[config.mk]
export PLATFORM = sky130hd
export DESIGN_NAME = ble_pdu_decoder
export DESIGN_NICKNAME = d
export VERILOG_FILES = /design/src/rtl/ble_pkg.sv /design/src/rtl/ble_byte_lfsr_crc.sv /design/src/rtl/ble_pdu_decoder.sv
export SDC_FILE = /design/constraint.sdc
export NUM_CORES = 1
export LEC_CHECK = 0
export CAP_MARGIN = 20
export CORE_MARGIN = 3
export CORE_UTILIZATION = 35
export DETAILED_ROUTE_END_ITERATION = 6
export GPL_TIMING_DRIVEN = 0
export PLACE_DENSITY_LB_ADDON = 0.08
export SLEW_MARGIN = 0
export SYNTH_ARGS = -nofsm -noshare
export SYNTH_HDL_FRONTEND = slang
export SYNTH_SLANG_ARGS = --single-unit
[constraint.sdc]
create_clock -name clk -period 3.5 [get_ports clk]
set_input_delay 0.7 -clock clk [delete_from_list [all_inputs] [get_ports clk]]
set_output_delay 0.7 -clock clk [all_outputs]
set_load 0.01 [all_outputs]
[src/rtl/ble_pkg.sv]
// Shared types and constants for the BLE PDU decoder: FSM encoding, CRC-24
// constants, framing sizes and the channel-index whitening seed.
package ble_pkg;

  typedef enum logic [2:0] {
    ST_IDLE    = 3'd0,
    ST_HDR0    = 3'd1,
    ST_HDR1    = 3'd2,
    ST_PAYLOAD = 3'd3,
    ST_CRC     = 3'd4,
    ST_DONE    = 3'd5
  } state_e;

  localparam logic [23:0] CRC_POLY_DEFAULT = 24'h00065B;
  localparam logic [23:0] ADV_CRC_INIT     = 24'h555555;
  localparam int          HDR_BYTES        = 2;
  localparam int          CRC_BYTES        = 3;

  // lfsr[0] is always 1; lfsr[k] takes chan[6-k], so chan bit 0 lands in lfsr[6].
  function automatic logic [6:0] lfsr_seed(input logic [5:0] chan);
    lfsr_seed = {chan[0], chan[1], chan[2], chan[3], chan[4], chan[5], 1'b1};
  endfunction

  // Received CRC bits arrive MSB-first in air order, i.e. crc[23] in byte bit 0.
  function automatic logic [7:0] crc_air_byte(input logic [23:0] crc);
    logic [7:0] b;
    for (int j = 0; j < 8; j++) b[j] = crc[23-j];
    crc_air_byte = b;
  endfunction

endpackage

[src/rtl/ble_byte_lfsr_crc.sv]
// One byte of BLE de-whitening (x^7+x^4+1) and CRC-24 update, unrolled over
// 8 air bits, LSB first. Purely combinational; shared with the TX whitener.
module ble_byte_lfsr_crc
  import ble_pkg::*;
#(
  parameter logic [23:0] CRC_POLY = CRC_POLY_DEFAULT
) (
  input  logic [7:0]  byte_i,
  input  logic [6:0]  lfsr_i,
  input  logic [23:0] crc_i,
  output logic [7:0]  byte_o,
  output logic [6:0]  lfsr_o,
  output logic [23:0] crc_o
);

  logic [6:0]  l;
  logic [23:0] c;
  logic [7:0]  b;
  logic        fb;

  always_comb begin
    l  = lfsr_i;
    c  = crc_i;
    b  = '0;
    fb = 1'b0;
    for (int i = 0; i < 8; i++) begin
      b[i] = byte_i[i] ^ l[6];
      fb   = b[i] ^ c[23];
      c    = {c[22:0], 1'b0} ^ (fb ? CRC_POLY : 24'd0);
      // Rotate left; the bit shifted into position 4 also takes the feedback tap.
      l    = {l[5:4], l[3] ^ l[6], l[2:0], l[6]};
    end
    byte_o = b;
    lfsr_o = l;
    crc_o  = c;
  end

endmodule

[src/rtl/ble_pdu_decoder.sv]
// BLE PDU decoder: de-whitens, frames header/payload, checks CRC-24 and reports
// per-packet status. Define PKT_STATS_EN to add saturating packet statistics.
// Stream contract: data_valid qualifies data_in with no backpressure; every
// data_valid cycle in HDR0..CRC consumes exactly one byte, pdu_valid is a
// one-cycle strobe with no ready, and pkt_start always wins over data_valid.
module ble_pdu_decoder
  import ble_pkg::*;
#(
  parameter int          MAX_PAYLOAD = 255,
  parameter int          LEN_W       = 8,
  parameter logic [23:0] CRC_POLY    = CRC_POLY_DEFAULT,
  parameter int          STATS_W     = 16
) (
  input  logic             clk,
  input  logic             rst_n,
  input  logic             pkt_start,
  input  logic [5:0]       chan_idx,
  input  logic [23:0]      crc_init,
  input  logic [7:0]       data_in,
  input  logic             data_valid,
  output logic [7:0]       pdu_byte,
  output logic             pdu_valid,
  output logic             pdu_first,
  output logic             pdu_last,
  output logic [3:0]       hdr_type,
  output logic [LEN_W-1:0] hdr_len,
  output logic             pkt_done,
  output logic             crc_ok,
  output logic             len_err,
  output logic             pkt_abort,
`ifdef PKT_STATS_EN
  input  logic               stats_clr,
  output logic [STATS_W-1:0] pkt_cnt,
  output logic [STATS_W-1:0] crc_err_cnt,
  output logic [STATS_W-1:0] len_err_cnt,
`endif
  output logic             busy,
  output logic [2:0]       state
);

  localparam int CNT_W = LEN_W + 1;

  state_e           state_q, state_d;
  logic [6:0]       lfsr_q, lfsr_d;
  logic [23:0]      crc_q, crc_d;
  logic [CNT_W-1:0] cnt_q, cnt_d;
  logic             crc_bad_q, crc_bad_d;
  logic [7:0]       pdu_byte_q, pdu_byte_d;
  logic             pdu_valid_q, pdu_valid_d;
  logic             pdu_first_q, pdu_first_d;
  logic             pdu_last_q, pdu_last_d;
  logic [3:0]       hdr_type_q, hdr_type_d;
  logic [LEN_W-1:0] hdr_len_q, hdr_len_d;
  logic             pkt_done_q, pkt_done_d;
  logic             crc_ok_q, crc_ok_d;
  logic             len_err_q, len_err_d;
  logic             pkt_abort_q, pkt_abort_d;

  logic [7:0]       dw_byte;
  logic [6:0]       lfsr_nx;
  logic [23:0]      crc_nx;
  logic [LEN_W-1:0] len_rx;
  logic [CNT_W-1:0] cnt_inc;

  ble_byte_lfsr_crc #(
    .CRC_POLY (CRC_POLY)
  ) u_step (
    .byte_i (data_in),
    .lfsr_i (lfsr_q),
    .crc_i  (crc_q),
    .byte_o (dw_byte),
    .lfsr_o (lfsr_nx),
    .crc_o  (crc_nx)
  );

  assign len_rx  = LEN_W'(dw_byte);
  assign cnt_inc = cnt_q + CNT_W'(1);

  always_comb begin
    state_d     = state_q;
    lfsr_d      = lfsr_q;
    crc_d       = crc_q;
    cnt_d       = cnt_q;
    crc_bad_d   = crc_bad_q;
    pdu_byte_d  = pdu_byte_q;
    pdu_valid_d = 1'b0;
    pdu_first_d = 1'b0;
    pdu_last_d  = 1'b0;
    hdr_type_d  = hdr_type_q;
    hdr_len_d   = hdr_len_q;
    pkt_done_d  = 1'b0;
    crc_ok_d    = crc_ok_q;
    len_err_d   = len_err_q;
    pkt_abort_d = 1'b0;

    if (pkt_start) begin
      pkt_abort_d = (state_q != ST_IDLE);
      lfsr_d      = lfsr_seed(chan_idx);
      crc_d       = crc_init;
      cnt_d       = '0;
      crc_bad_d   = 1'b0;
      hdr_type_d  = '0;
      hdr_len_d   = '0;
      crc_ok_d    = 1'b0;
      len_err_d   = 1'b0;
      state_d     = ST_HDR0;
    end else begin
      case (state_q)
        ST_HDR0: if (data_valid) begin
          pdu_byte_d  = dw_byte;
          pdu_valid_d = 1'b1;
          pdu_first_d = 1'b1;
          hdr_type_d  = dw_byte[3:0];
          lfsr_d      = lfsr_nx;
          crc_d       = crc_nx;
          state_d     = ST_HDR1;
        end
        ST_HDR1: if (data_valid) begin
          pdu_byte_d  = dw_byte;
          pdu_valid_d = 1'b1;
          hdr_len_d   = len_rx;
          lfsr_d      = lfsr_nx;
          crc_d       = crc_nx;
          cnt_d       = '0;
          if ({1'b0, len_rx} > CNT_W'(MAX_PAYLOAD)) begin
            len_err_d  = 1'b1;
            crc_ok_d   = 1'b0;
            pkt_done_d = 1'b1;
            state_d    = ST_IDLE;
          end else if (len_rx == '0) begin
            pdu_last_d = 1'b1;
            state_d    = ST_CRC;
          end else begin
            state_d    = ST_PAYLOAD;
          end
        end
        ST_PAYLOAD: if (data_valid) begin
          pdu_byte_d  = dw_byte;
          pdu_valid_d = 1'b1;
          lfsr_d      = lfsr_nx;
          crc_d       = crc_nx;
          cnt_d       = cnt_inc;
          if (cnt_inc == {1'b0, hdr_len_q}) begin
            pdu_last_d = 1'b1;
            cnt_d      = '0;
            state_d    = ST_CRC;
          end
        end
        ST_CRC: if (data_valid) begin
          // The CRC register is shifted out a byte at a time for comparison.
          lfsr_d    = lfsr_nx;
          crc_d     = {crc_q[15:0], 8'h00};
          crc_bad_d = crc_bad_q | (dw_byte != crc_air_byte(crc_q));
          cnt_d     = cnt_inc;
          if (cnt_q == CNT_W'(CRC_BYTES - 1)) state_d = ST_DONE;
        end
        ST_DONE: begin
          pkt_done_d = 1'b1;
          crc_ok_d   = ~crc_bad_q;
          len_err_d  = 1'b0;
          state_d    = ST_IDLE;
        end
        ST_IDLE: ;
        default: state_d = ST_IDLE;
      endcase
    end
  end

  always_ff @(posedge clk or negedge rst_n) begin
    if (!rst_n) begin
      state_q     <= ST_IDLE;
      lfsr_q      <= '0;
      crc_q       <= '0;
      cnt_q       <= '0;
      crc_bad_q   <= 1'b0;
      pdu_byte_q  <= '0;
      pdu_valid_q <= 1'b0;
      pdu_first_q <= 1'b0;
      pdu_last_q  <= 1'b0;
      hdr_type_q  <= '0;
      hdr_len_q   <= '0;
      pkt_done_q  <= 1'b0;
      crc_ok_q    <= 1'b0;
      len_err_q   <= 1'b0;
      pkt_abort_q <= 1'b0;
    end else begin
      state_q     <= state_d;
      lfsr_q      <= lfsr_d;
      crc_q       <= crc_d;
      cnt_q       <= cnt_d;
      crc_bad_q   <= crc_bad_d;
      pdu_byte_q  <= pdu_byte_d;
      pdu_valid_q <= pdu_valid_d;
      pdu_first_q <= pdu_first_d;
      pdu_last_q  <= pdu_last_d;
      hdr_type_q  <= hdr_type_d;
      hdr_len_q   <= hdr_len_d;
      pkt_done_q  <= pkt_done_d;
      crc_ok_q    <= crc_ok_d;
      len_err_q   <= len_err_d;
      pkt_abort_q <= pkt_abort_d;
    end
  end

`ifdef PKT_STATS_EN
  logic [STATS_W-1:0] pkt_cnt_q, crc_err_cnt_q, len_err_cnt_q;

  // Counters sample the registered status pulse, so they lag pkt_done by one cycle.
  always_ff @(posedge clk or negedge rst_n) begin
    if (!rst_n) begin
      pkt_cnt_q     <= '0;
      crc_err_cnt_q <= '0;
      len_err_cnt_q <= '0;
    end else if (stats_clr) begin
      pkt_cnt_q     <= '0;
      crc_err_cnt_q <= '0;
      len_err_cnt_q <= '0;
    end else if (pkt_done_q) begin
      if (pkt_cnt_q != '1) pkt_cnt_q <= pkt_cnt_q + STATS_W'(1);
      if (!crc_ok_q && !len_err_q && crc_err_cnt_q != '1)
        crc_err_cnt_q <= crc_err_cnt_q + STATS_W'(1);
      if (len_err_q && len_err_cnt_q != '1)
        len_err_cnt_q <= len_err_cnt_q + STATS_W'(1);
    end
  end

  assign pkt_cnt     = pkt_cnt_q;
  assign crc_err_cnt = crc_err_cnt_q;
  assign len_err_cnt = len_err_cnt_q;
`endif

  assign pdu_byte  = pdu_byte_q;
  assign pdu_valid = pdu_valid_q;
  assign pdu_first = pdu_first_q;
  assign pdu_last  = pdu_last_q;
  assign hdr_type  = hdr_type_q;
  assign hdr_len   = hdr_len_q;
  assign pkt_done  = pkt_done_q;
  assign crc_ok    = crc_ok_q;
  assign len_err   = len_err_q;
  assign pkt_abort = pkt_abort_q;
  assign busy      = (state_q != ST_IDLE);
  assign state     = state_q;

endmodule

### After elaboration in Yosys (flattened, before gate mapping)

Cells that the tools add are included.
Widths: inputs -> output; s select.

| storage, ports and cells | value |
|---|---|
| bits in registers | 71 |
| input port bits | 42 |
| output and inout port bits | 31 |

| operators by class | value |
|---|---|
| add/subtract/negate cells | 1 |
| equality and inequality tests | 16 |
| multiplexer cells | 57 |
| bitwise gates (word level) | 35 |
| reductions and logical operators | 21 |

Operators with widths:

| cell | number |
|---|---|
| $xor 24x24->24 | 8 |
| $mux 11 | 8 |
| $mux 24 | 3 |
| $pmux 24 s2 | 1 |
| $mux 9 | 5 |
| $pmux 9 s3 | 1 |
| $mux 3 | 8 |
| $mux 8 | 3 |
| $xor 1x1->1 | 24 |
| $mux 7 | 3 |
| $mux 1 | 20 |
| $ne 3x3->1 const B | 6 |
| $pmux 3 s5 | 1 |
| $mux 4 | 3 |
| $reduce_bool 2->1 | 6 |
| $add 9x1->9 const B | 1 |
| $eq 9x2->1 const B | 1 |
| $eq 9x8->1 | 1 |
| $logic_not 8->1 | 1 |
| $ne 8x8->1 | 1 |
| $reduce_and 2->1 | 4 |
| $reduce_and 7->1 | 1 |
| $eq 3x2->1 const B | 2 |
| $eq 3x3->1 const B | 2 |
| 13 further kinds | 16 |

### Longest topological paths before layout

Gate-level depths: netlist of the first run.

| depth | value |
|---|---|
| depth in word-level cells | 28 |
| mapped depth | 11 |
| mapped depth without buffers | 8 |

### Modules after synthesis

A second synthesis of the first run with hierarchy kept.

| second synthesis, totals | value |
|---|---|
| cells, all modules | 493 |
| area, all modules | 4719.5 um2 |

Modules (own cells, without submodules):

| module | instances | cells each | area each (um2) |
|---|---|---|---|
| ble_pdu_decoder | 1 | 423 | 3764.9 |
| ble_byte_lfsr_crc | 1 | 70 | 954.7 |

### Worst setup path before layout of the first run

OpenSTA, ideal clock, no wires.

| path | value |
|---|---|
| kind | reg-to-reg |
| from | register cnt_q[0] |
| to | register cnt_q[2] |
| library setup time | 0.126 ns |
| arrival | 2.416 ns |
| data required time | 3.374 ns |
| setup slack | 0.958 ns |
| stages on the path, launching flop included | 12 |
| cell sequence | dfrtp_1 > ha_1 > buf_4 > and2_1 > buf_2 > nand3_1 > or4b_4 > a2111oi_4 > a31oi_1 > buf_4 > a21oi_1 > mux2i_1 |

| between the ends | value |
|---|---|
| word-level cells in the longest chain between the ends | 6 |
| elaborated cells on any way between the ends | 7 |
| those cells by class | add/sub (1); eq/ne (1); mux (5) |

Ends and longest elaborated chain:

| element | line | RTL |
|---|---|---|
| start: declaration | ble_pdu_decoder.sv:46 | `logic [CNT_W-1:0] cnt_q, cnt_d;` |
| start signal: assignment | ble_pdu_decoder.sv:190 | `cnt_q <= cnt_d;` |
| $add 9x1->9 * | ble_pdu_decoder.sv:77 | `assign cnt_inc = cnt_q + CNT_W'(1);` |
| $eq 9x8->1 | ble_pdu_decoder.sv:143 | `if (cnt_inc == {1'b0, hdr_len_q}) begin` |
| $mux 9 | ble_pdu_decoder.sv:143 |  |
| $mux 9 | ble_pdu_decoder.sv:137 | `ST_PAYLOAD: if (data_valid) begin` |
| $pmux 9 s3 * | ble_pdu_decoder.sv:108 | `case (state_q)` |
| $mux 9 * | ble_pdu_decoder.sv:96 | `if (pkt_start) begin` |

Mark *: on every way between the ends. The rest lies on a longest branch, timed or not. The select of a mux whose other input is x is not followed.
A chain may end at the register's enable or synchronous reset.

### Worst setup path in the final report of the first run

Same ends and word-level chain as after synthesis.

==> metrics.md, run 1 <==
| Metric | Value |
|---|---|
| Outcome | completed |
| Final max-slew violation count | 0 |
| HP Class | in -> async |
| CP max-delay cell | or4b_4 |
| Setup crit start kind | flip-flop |
| Total design power | 5050 µW |
| Max-cap viol count | 0 |
| Max incr delay on CP | around 0.48 ns |
| Synth unique cells | slightly below 60 |
| Post-synth EDFFs | 0 |
| Main combinational cell family by area after synthesis | XOR/XNOR gates |
| Residual DRC | 0 |
| Core footprint | roughly 12000 µm² |
| WL/cell | between 15 and 20 µm |
| CTS tree | built |
| Pwr/cell area | around 900 nW/µm² |
| Critical path data arrival time | ~3.1 ns |
| Worst endpoint required time | roughly 3.7 ns |
| Clock Tree Buf Depth | 2 |
| LEAKAGE | around 0.0024 µW |
| Post-Synth XOR/XNOR Area | 0.176 |
| # diodes | 0 |
| Compound-Gate Fraction of Synth Area | 0.156 |
| Final setup fails | 0 |
| Yosys reg bits | 70 |
| FP Rows | 40 |
| Die Width | 118 µm |
| Clk root buf | clkbuf_16 |
| CP endpoint kind | flip-flop |
| Via count | 3693 |
| Post-CTS Repair Setup Buffers | 0 |
| DP HPWL | between 9000 and 10000 µm |
| 1st-pass router iterations | 5 |
| Largest net degree at the start of global routing | 49 |
| Syn Nets | 516 |
| Unrepaired setup endpoints after global routing | false |
| Fmax | 350 MHz |
| Fin Clk Skew | between 0.007 and 0.008 ns |
| Worst R2R End | cnt_q[2] |
| Vias in the first global route | roughly 3700 |
| Mux contribution to synthesized area | 0.0413 |
| CP max FO | 10 |
| Non-filler cells in the finished layout | 724 |
| CTS hold repair buffers | 0 |
| Synth Cell Area | 4360 µm² |
| Clk_lat worst skew | between 0.3 and 0.4 ns |
| Worst path most repeated cell | buf_4 |
| M1 GR Usage | 0.237 |
| Global routing usage on met3 | 0.0317 |
| Reg-to-Reg Start | cnt_q[0] |
| DR iter-0 viols | 209 |
| GPL Wtd Cong | between 0.8 and 0.9 |
| Gr ovfl total | 0 |
| Starting density of the core | 0.360 |
| Total Wirelength | 12200 µm |
| R2R depth | 11 |
| GRT Util Overall | 0.182 |
| Detail Route Antenna Nets | 0 |
| Post-cts sizing count | 0 |
| Yosys warns | 0 |
| Clock slew at reported path FFs | 0.06 ns |
| Final worst path period share | 0.816 |
| Simple-Gate Fraction of Synth Area | 0.159 |
| Final nets | ~600 |
| Ratio of cells with drive above 1 in the final layout | 0.0809 |
| Flop2flop setup slack | about 0.65 ns |
| Area grow syn2layout | 30.0% |
| H-tree depth | 3 |
| Crit-path leading delay family | compound AO/OA/AOI/OAI gates |
| Synth async-reset ratio | 1.00 |
| Final Hold Viols | 0 |
| Worst Path Buf+Inv | 3 |
| Slew margin rel. | 0.412 |
| GRT busiest layer | met2 |
| Primary FF master, synth | dfrtp_1 |
| Synth Area in Adders | 0.0172 |
| First-pass GRT wire length | around 20000 µm |
| VDD IR max | 447 µV |
| Worst-margin pin slew | roughly 0.88 ns |
| # placed instances | 708 |
| I/O pins | 73 |
| Die height | 118 µm |
| Tmin final | 2.85 ns |
| Kind of critical path | reg -> reg |
| CTS sink cnt | 70 |
| Synth Area per Inst | 9.31 µm² |
| Vias per inst | ~5.1 |
| Die area | approximately 14000 µm² |
| Antenna violations before repair | 0 |
| Most frequent cells in the layout | 70 x dfrtp_1, 70 x clkdlybuf4s50_1, 67 x nand2_1 |
| Port Buffers | 71 |
| Sequential share of the synthesized area | 0.402 |
| TritonCTS Buffers | 9 |
| Cells along the critical path | ha_1, buf_4, and2_1, buf_2, nand3_1, or4b_4, a2111oi_4, a31oi_1, buf_4, a21oi_1, mux2i_1 |
| Cells after synthesis | ~470 |
| Met2 usage | 0.296 |
==> synth_stat cells, types with 10 or more instances <==
cell type,instances,area share
mux2i_1,18,0.041
xor2_1,12,0.024
a21oi_1,37,0.042
nand2_1,67,0.058
nand3_1,14,0.016
and3_1,10,0.014
dfrtp_1,70,0.40
clkbuf_1,17,0.015
xnor2_1,38,0.076
inv_1,12,0.010
nor2_1,28,0.024
o21ai_0,49,0.056
==> where the power goes <==
part	switching [µW]	internal (µW)	total, µW
registers	166	1030	1200
logic	1370	1340	2710
clock network	371	769	1140
==> logic make-up (layout without fill, tap and decap cells) <==
logic type | count (synthesis) | after routing
flops | 70 | 70
xor+xnor | 65 | 65
mux | 18 | 18
compound gates | 115 | 115
other cells | 1 | 1
fa+ha+maj | 6 | 6
simple gates | 150 | 150
buf+inv | 43 | 131
==> sequential cells by signal, indices dropped and copies added (netlist names) <==
signal	cells
pdu_byte	8
cnt_q	9
state	3
hdr_len	8
crc_bad_q	1
pdu_first	1
crc_ok	1
pkt_abort	1
crc_q	24
pdu_last	1
pdu_valid	1
lfsr_q	7
pkt_done	1
hdr_type	4
==> layer usage <==
metal | vias up | share of wire
met4 | 0 | 0.015
met3 | 14 | 0.048
li1 | 1791 | -
met5 | - | 0
met1 | 1763 | 0.45
met2 | 125 | 0.48
==> worst reg2reg max path, stage by stage, from the launching register on <==
cell and delay (ns):
dfrtp_1 0.46, ha_1 0.23, buf_4 0.16, and2_1 0.15, buf_2 0.16, nand3_1 0.07
or4b_4 0.48, a2111oi_4 0.38, a31oi_1 0.19, buf_4 0.21, a21oi_1 0.16, mux2i_1 0.09
==> final cells by class <==
class	instances	area, µm²
clock inverters	6	134
clock buffers	10	229
repair buffers	72	736
fillers	1222	6440
multi-input cells	355	2400
flip-flops and latches	70	1750
well taps	168	210
plain buffers	31	161
inverters	12	45.0
==> worst max path at each step <==
| stage | startpoint | end | slack [ns] | cells past startpoint |
|---|---|---|---|---|
| finish | cnt_q[0] | cnt_q[2] | 0.65 | 11 |
| global route | cnt_q[0] | cnt_q[2] | 0.42 | 11 |
| CTS | cnt_q[0] | cnt_q[2] | 0.65 | 11 |
| detailed placement | data_in[2] | crc_q[9] | 0.32 | 9 |
| global placement | rst_n | crc_q[13] | -0.90 | 1 |
| floorplan | cnt_q[0] | cnt_q[2] | 0.96 | 11 |
==> metrics by stage <==
step | hold slack [ns] | setup slack, ns | TNS (ns) | util | area [µm²]
2_1_floorplan | 0.404 | 0.958 | 0 | - | 4360
6_report | 0.260 | 0.646 | 0 | 0.468 | 5670
4_1_cts | 0.260 | 0.648 | 0 | 0.468 | 5670
5_1_grt | 0.287 | 0.422 | 0 | 0.468 | 5670
3_3_place_gp | 0.469 | -0.899 | -62.53 | 0.436 | 5280
3_5_place_dp | 0.474 | 0.323 | 0 | 0.438 | 5310
(Power assumes the default switching activity.)
==> run 2, diff against run 1 <==
==> constraint.sdc (replaced) <==
create_clock -name clk -period 2.75 [get_ports clk]
set_input_delay 0.55 -clock clk [delete_from_list [all_inputs] [get_ports clk]]
set_output_delay 0.55 -clock clk [all_outputs]
set_load 0.01 [all_outputs]
==> metrics.md, run 2 (synthesis gave the netlist of run 1 again) <==
| Metric | Value |
|---|---|
| # diodes | 0 (unchanged) |
| Pwr/cell area | 1120 nW/µm² (+26%) |
| Die Width | 118 µm (unchanged) |
| Gr ovfl total | 0 (unchanged) |
| Die area | 13800 µm² (unchanged) |
| Clk_lat worst skew | 0.34 ns (about the same) |
| TritonCTS Buffers | 9 (unchanged) |
| Port Buffers | 71 (unchanged) |
| Reg-to-Reg Start | cnt_q[0] |
| DP HPWL | 9060 µm (unchanged) |
| Slew margin rel. | 0.375 (-0.0375) |
| CTS sink cnt | 70 (unchanged) |
| H-tree depth | 3 (unchanged) |
| Final nets | 606 (+1.2%) |
| Flop2flop setup slack | 0.07 ns (-0.57 ns) |
| Core footprint | 12100 µm² (unchanged) |
| GRT Util Overall | 0.182 (about the same) |
| Design Area, Final | 5760 µm² (+1.7%) |
| Via count | 3739 (+1.2%) |
| Area grow syn2layout | 32.2% |
| Commonest non-fill, non-tap cell in the layout | clkdlybuf4s50_1 |
| CP max-delay cell | or4b_4 |
| Antenna violations before repair | 0 (unchanged) |
| Largest register FFs | 24 (unchanged) |
| Largest register by flop count | crc_q |
| Setup crit start kind | flip-flop |
| Final Hold Viols | 0 (unchanged) |
| Most frequent cells in the layout | 70 x clkdlybuf4s50_1, 68 x dfrtp_1, 67 x nand2_1 |
| Ratio of cells with drive above 1 in the final layout | 0.108 (+0.0274) |
| Non-filler cells in the finished layout | 731 (+0.97%) |
| Max incr delay on CP | 0.48 ns (about the same) |
| Die height | 118 µm (unchanged) |
| 1st-pass router iterations | 5 (unchanged) |
| CTS hold repair buffers | 0 (unchanged) |
| Fmax | 374 MHz (+6.7%) |
| Worst endpoint required time | 2.96 ns (-0.76 ns) |
| Finished Core Util | 0.476 (+0.00796) |
| Vias per inst | 5.11 (+0.28%) |
| Final worst path period share | 0.973 (+0.157) |
| Worst R2R End | cnt_q[3] |
| CTS tree | built |
| HP Class | in -> async |
| # placed instances | 708 (unchanged) |
| Tmin final | 2.68 ns (-0.179 ns) |
| LEAKAGE | 0.00247 µW (+2.0%) |
| Final max-slew violation count | 0 (unchanged) |
| Residual DRC | 0 (unchanged) |
| First-pass GRT wire length | 19900 µm (about the same) |
| Area of the multi-input gates | 2430 µm² (+1.4%) |
| Setup TNS Final | 0 ns (unchanged) |
| DR iter-0 viols | 226 (+8.1%) |
| Max-cap viol count | 0 (unchanged) |
| GPL Wtd Cong | 0.853 (unchanged) |
| Worst path most repeated cell | a21oi_1 |
| WL/cell | 17.0 µm (+0.75%) |
| Largest net degree at the start of global routing | 49 (unchanged) |
| Clock Tree Buf Depth | 2 (unchanged) |
| VDD IR max | 573 µV (+28%) |
| Biggest regs | crc_q: 24 flops, cnt_q: 9 flops |
| Total Wirelength | 12400 µm (+1.7%) |
| FP Rows | 40 (unchanged) |
| I/O pins | 73 (unchanged) |
| Vias in the first global route | 3701 (+0.24%) |
| Starting density of the core | 0.360 (unchanged) |
| CP endpoint kind | flip-flop |
| Cells along the critical path | ha_1, buf_6, and2_4, nand3_1, or4b_4, a2111oi_4, a31oi_2, buf_4, a21oi_1, a21oi_1 |
| Min setup slack post-route | 0.0744 ns (-0.571 ns) |
| Clock slew at reported path FFs | 0.06 ns (about the same) |
| Post-DP Area | 5310 µm² (unchanged) |
| Outcome | completed |
| Detail Route Antenna Nets | 0 (unchanged) |
| Critical path data arrival time | 2.88 ns (-0.20 ns) |
| Fin Clk Skew | 0.00687 ns (-0.000704 ns) |
| Fillers | 1221 (-0.082%) |
| Clk root buf | clkbuf_16 |
| R2R depth | 10 (-1) |
| Kind of critical path | reg -> reg |
| CP max FO | 8 (-2) |
| Flip-flop and latch area | 1750 µm² (+0.14%) |
| Worst slack, placed | -0.277 ns (-0.600 ns) |
| Final setup fails | 0 (unchanged) |
| Worst-margin pin slew | 0.938 ns (+0.0563 ns) |
==> run 2: cell count changes in the layout (fill, tap and decap cells not counted), sizes merged <==
cell | previous run | this run
buf | 16 | 23
==> run 2: layout make-up <==
cell class / count / area share
inverters: 12 / 0.00781
flip-flops and latches: 70 / 0.304
repair buffers: 80 / 0.138
multi-input cells: 355 / 0.422
plain buffers: 30 / 0.0284
well taps: 168 / 0.0365
clock buffers: 10 / 0.0397
clock inverters: 6 / 0.0232
==> run 2: per-layer routing <==
| metal | share of wire | up-vias | GRT usage |
|---|---|---|---|
| met2 | 0.49 | 112 | 0.295 |
| li1 | - | 1808 | - |
| met5 | 0 | - | 0 |
| met3 | 0.041 | 22 | 0.0317 |
| met4 | 0.019 | 0 | 0.0828 |
| met1 | 0.45 | 1797 | 0.237 |
==> run 2: timing repair <==
item / 4_1_cts / 5_1_grt
pin swaps: 1 / 2
cloned: 0 / 1
resized for setup: 2 / 10
setup buffers: 0 / 7
endpoints found under the setup margin: 6 / 12
==> run 2: worst max path at each step <==
stage | start | to | cells after the start
final | cnt_q[0] | cnt_q[3] | 10
after CTS | cnt_q[0] | cnt_q[2] | 11
after floorplan | cnt_q[0] | cnt_q[2] | 11
after detailed placement | data_in[2] | crc_q[9] | 9
after global placement | rst_n | crc_q[13] | 1
after global routing | cnt_q[0] | cnt_q[6] | 10
==> run 2: where the power goes <==
part           internal, µW  switching, µW
sequential             1310            212
combinational          1740           1760
clock                   978            467
==> run 2: critical path, delay by kind of cell (launching register included) <==
kind,cells,cell delay [ns]
AND/OR/NAND/NOR,3,0.73
flip-flops,1,0.43
adder cells (fa/ha/maj),1,0.21
AO/OA/AOI/OAI,4,0.86
buffers and inverters,2,0.31
==> run 2: stage by stage <==
stage          hold WS (ns)  power [µW]
3_5_place_dp          0.474        4990
2_1_floorplan         0.254        4060
3_3_place_gp          0.469        4970
4_1_cts               0.110        6470
6_report              0.114        6470
5_1_grt               0.137        6930
==> run 3, diff against run 2 <==
--- a/config.mk
+++ b/config.mk
@@ -7,10 +7,11 @@
 export LEC_CHECK = 0
 export CAP_MARGIN = 20
 export CORE_MARGIN = 3
-export CORE_UTILIZATION = 35
+export CORE_UTILIZATION = 54
 export DETAILED_ROUTE_END_ITERATION = 6
 export GPL_TIMING_DRIVEN = 0
 export PLACE_DENSITY_LB_ADDON = 0.08
+export SETUP_SLACK_MARGIN = 0.2
 export SLEW_MARGIN = 0
 export SYNTH_ARGS = -nofsm -noshare
 export SYNTH_HDL_FRONTEND = slang
==> metrics.md, run 3 (synthesis gave the netlist of run 1 again) <==
| Metric | Value |
|---|---|
| Outcome | completed |
| Final Hold Viols | 0 (unchanged) |
| Worst endpoint required time | 3.00 ns (+0.04 ns) |
| Worst-margin pin slew | 0.891 ns (-0.0467 ns) |
| Crit-path leading delay family | simple AND/OR/NAND/NOR gates |
| Non-filler cells in the finished layout | 668 (-8.6%) |
| Slew margin rel. | 0.406 (+0.0311) |
| Kind of critical path | reg -> reg |
| FP Rows | 32 (-20%) |
| Crit. Startpoint | cnt_q[1] |
| Crit path to | cnt_q[4] |
| Largest net degree at the start of global routing | 71 (+45%) |
| VDD IR max | 953 µV (+66%) |
| Finished Core Util | 0.721 (+0.245) |
| Critical path depth | 11 (+1) |
| Ratio of cells with drive above 1 in the final layout | 0.131 (+0.0224) |
| Port Buffers | 71 (unchanged) |
| Flip-flop and latch area | 1750 µm² (about the same) |
| GPL Wtd Cong | 0.932 (+9.3%) |
| Clock Tree Buf Depth | 2 (unchanged) |
| Largest register by flop count | crc_q |
| Critical path data arrival time | 2.74 ns (-0.14 ns) |
| R2R depth | 11 (+1) |
| Commonest non-fill, non-tap cell in the layout | clkdlybuf4s50_1 |
| First-pass GRT wire length | 18100 µm (-9.0%) |
| CTS sink cnt | 70 (unchanged) |
| LEAKAGE | 0.00241 µW (-2.1%) |
| Worst R2R End | cnt_q[4] |
| 1st-pass router iterations | 5 (unchanged) |
| Die height | 95.8 µm (-18%) |
| CP max FO | 6 (-2) |
| Antenna violations before repair | 0 (unchanged) |
| H-tree depth | 3 (unchanged) |
| Area of the multi-input gates | 2490 µm² (+2.3%) |
| Area grow syn2layout | 28.5% |
| Final setup fails | 0 (unchanged) |
| CTS tree | built |
| Total Wirelength | 11500 µm (-7.3%) |
| CP endpoint kind | flip-flop |
| Die Width | 95.8 µm (-18%) |
| Final max-slew violation count | 0 (unchanged) |
| I/O pins | 73 (unchanged) |
| TritonCTS Buffers | 9 (unchanged) |
| Clk_lat worst skew | 0.37 ns (+0.03 ns) |
| Cells along the critical path | ha_4, buf_6, and2_4, buf_6, nand3_2, or4b_4, a2111oi_4, a31oi_2, buf_4, a21oi_1, mux2i_1 |
| GRT Util Overall | 0.262 (+0.0800) |
| DP HPWL | 8330 µm (-8.0%) |
| Max-cap viol count | 0 (unchanged) |
| Reg-to-Reg Start | cnt_q[1] |
| Die area | 9190 µm² (-34%) |
| Worst path most repeated cell | buf_6 |
| Vias per inst | 5.71 (+12%) |
| DR iter-0 viols | 201 (-11%) |
| Worst Path Buf+Inv | 3 (+1) |
| Fillers | 610 (-50%) |
| HP Class | in -> async |
| Pwr/cell area | 1060 nW/µm² (-5.2%) |
| # placed instances | 641 (-9.5%) |
| Tmin final | 2.49 ns (-0.183 ns) |
| Clock slew at reported path FFs | 0.08 ns (+0.02 ns) |
| Max incr delay on CP | 0.47 ns (about the same) |
| CP max-delay cell | or4b_4 |
| CTS hold repair buffers | 0 (unchanged) |
| Total design power | 5960 µW (-7.9%) |
| Flop2flop setup slack | 0.26 ns (+0.18 ns) |
| Detail Route Antenna Nets | 0 (unchanged) |
| Fmax | 401 MHz (+7.3%) |
| Gr ovfl total | 0 (unchanged) |
| WL/cell | 17.2 µm (+1.5%) |
| Fin Clk Skew | 0.0155 ns (+0.00860 ns) |
| Unrepaired setup endpoints after global routing | true |
| Setup TNS Final | 0 ns (unchanged) |
| Clk root buf | clkbuf_8 |
| Residual DRC | 0 (unchanged) |
| Final nets | 609 (+0.50%) |
| Starting density of the core | 0.561 (+0.201) |
| Setup crit start kind | flip-flop |
| Vias in the first global route | 3710 (+0.24%) |
| Via count | 3813 (+2.0%) |
| Hold Slack | 0.292 ns (+0.177 ns) |
| Biggest regs | crc_q: 24 flops, cnt_q: 9 flops |
| Most frequent cells in the layout | 70 x clkdlybuf4s50_1, 69 x dfrtp_1, 66 x nand2_1 |
| Core footprint | 7770 µm² (-36%) |
| Final worst path period share | 0.906 (-0.0666) |
| # diodes | 0 (unchanged) |
| Largest register FFs | 24 (unchanged) |
-- run 3: area by class of cell --
| class | count | share of cell area |
|---|---|---|
| Sequential cell | 70 | 0.313 |
| Tap cell | 102 | 0.0228 |
| Inverter | 12 | 0.00804 |
| Timing Repair Buffer | 82 | 0.141 |
| Clock inverter | 7 | 0.0172 |
| Multi-Input combinational cell | 355 | 0.445 |
| Clock buffer | 9 | 0.0221 |
| Buffer | 31 | 0.0308 |
-- run 3: per-stage QoR --
stage | area (µm²) | worst slack, ns
2_1_floorplan | 4360 | 0.208
3_3_place_gp | 5200 | -1.33
3_5_place_dp | 5190 | -0.237
4_1_cts | 5490 | 0.208
5_1_grt | 5600 | 0.137
6_report | 5600 | 0.258
-- run 3: worst min path at each step --
stage	startpoint	to	slack (ns)
after detailed placement	hdr_type[0]	hdr_type[0]	0.47
after global routing	rst_n	pdu_valid	0.37
after global placement	hdr_type[0]	hdr_type[0]	0.47
after floorplan	rst_n	cnt_q[0]	0.25
final	rst_n	pdu_valid	0.29
after CTS	rst_n	pdu_valid	0.35
-- run 3: timing repair --
item / CTS / global route
cloned: 1 / 0
pin swaps: 5 / 3
setup buffers: 4 / 6
resized for setup: 11 / 16
endpoints found under the setup margin: 13 / 35
-- run 3: worst reg2reg max path, stage by stage (launching register included) --
cell	delay [ns]
dfrtp_1	0.43
ha_4	0.17
buf_6	0.12
and2_4	0.15
buf_6	0.12
nand3_2	0.05
or4b_4	0.47
a2111oi_4	0.28
a31oi_2	0.16
buf_4	0.19
a21oi_1	0.14
mux2i_1	0.09
-- run 3: where the power goes --
part,internal (µW),switching [µW],total [µW]
sequential,1310,227,1540
combinational,1750,1730,3490
clock,513,422,936
total,3580,2380,5960
-- run 3: metal layers --
layer	track usage	vias to the layer above	share of wire
met4	0.110	0	0.031
met3	0.0524	36	0.064
met2	0.453	150	0.50
met5	0	-	0
met1	0.316	1820	0.40
li1	-	1807	-
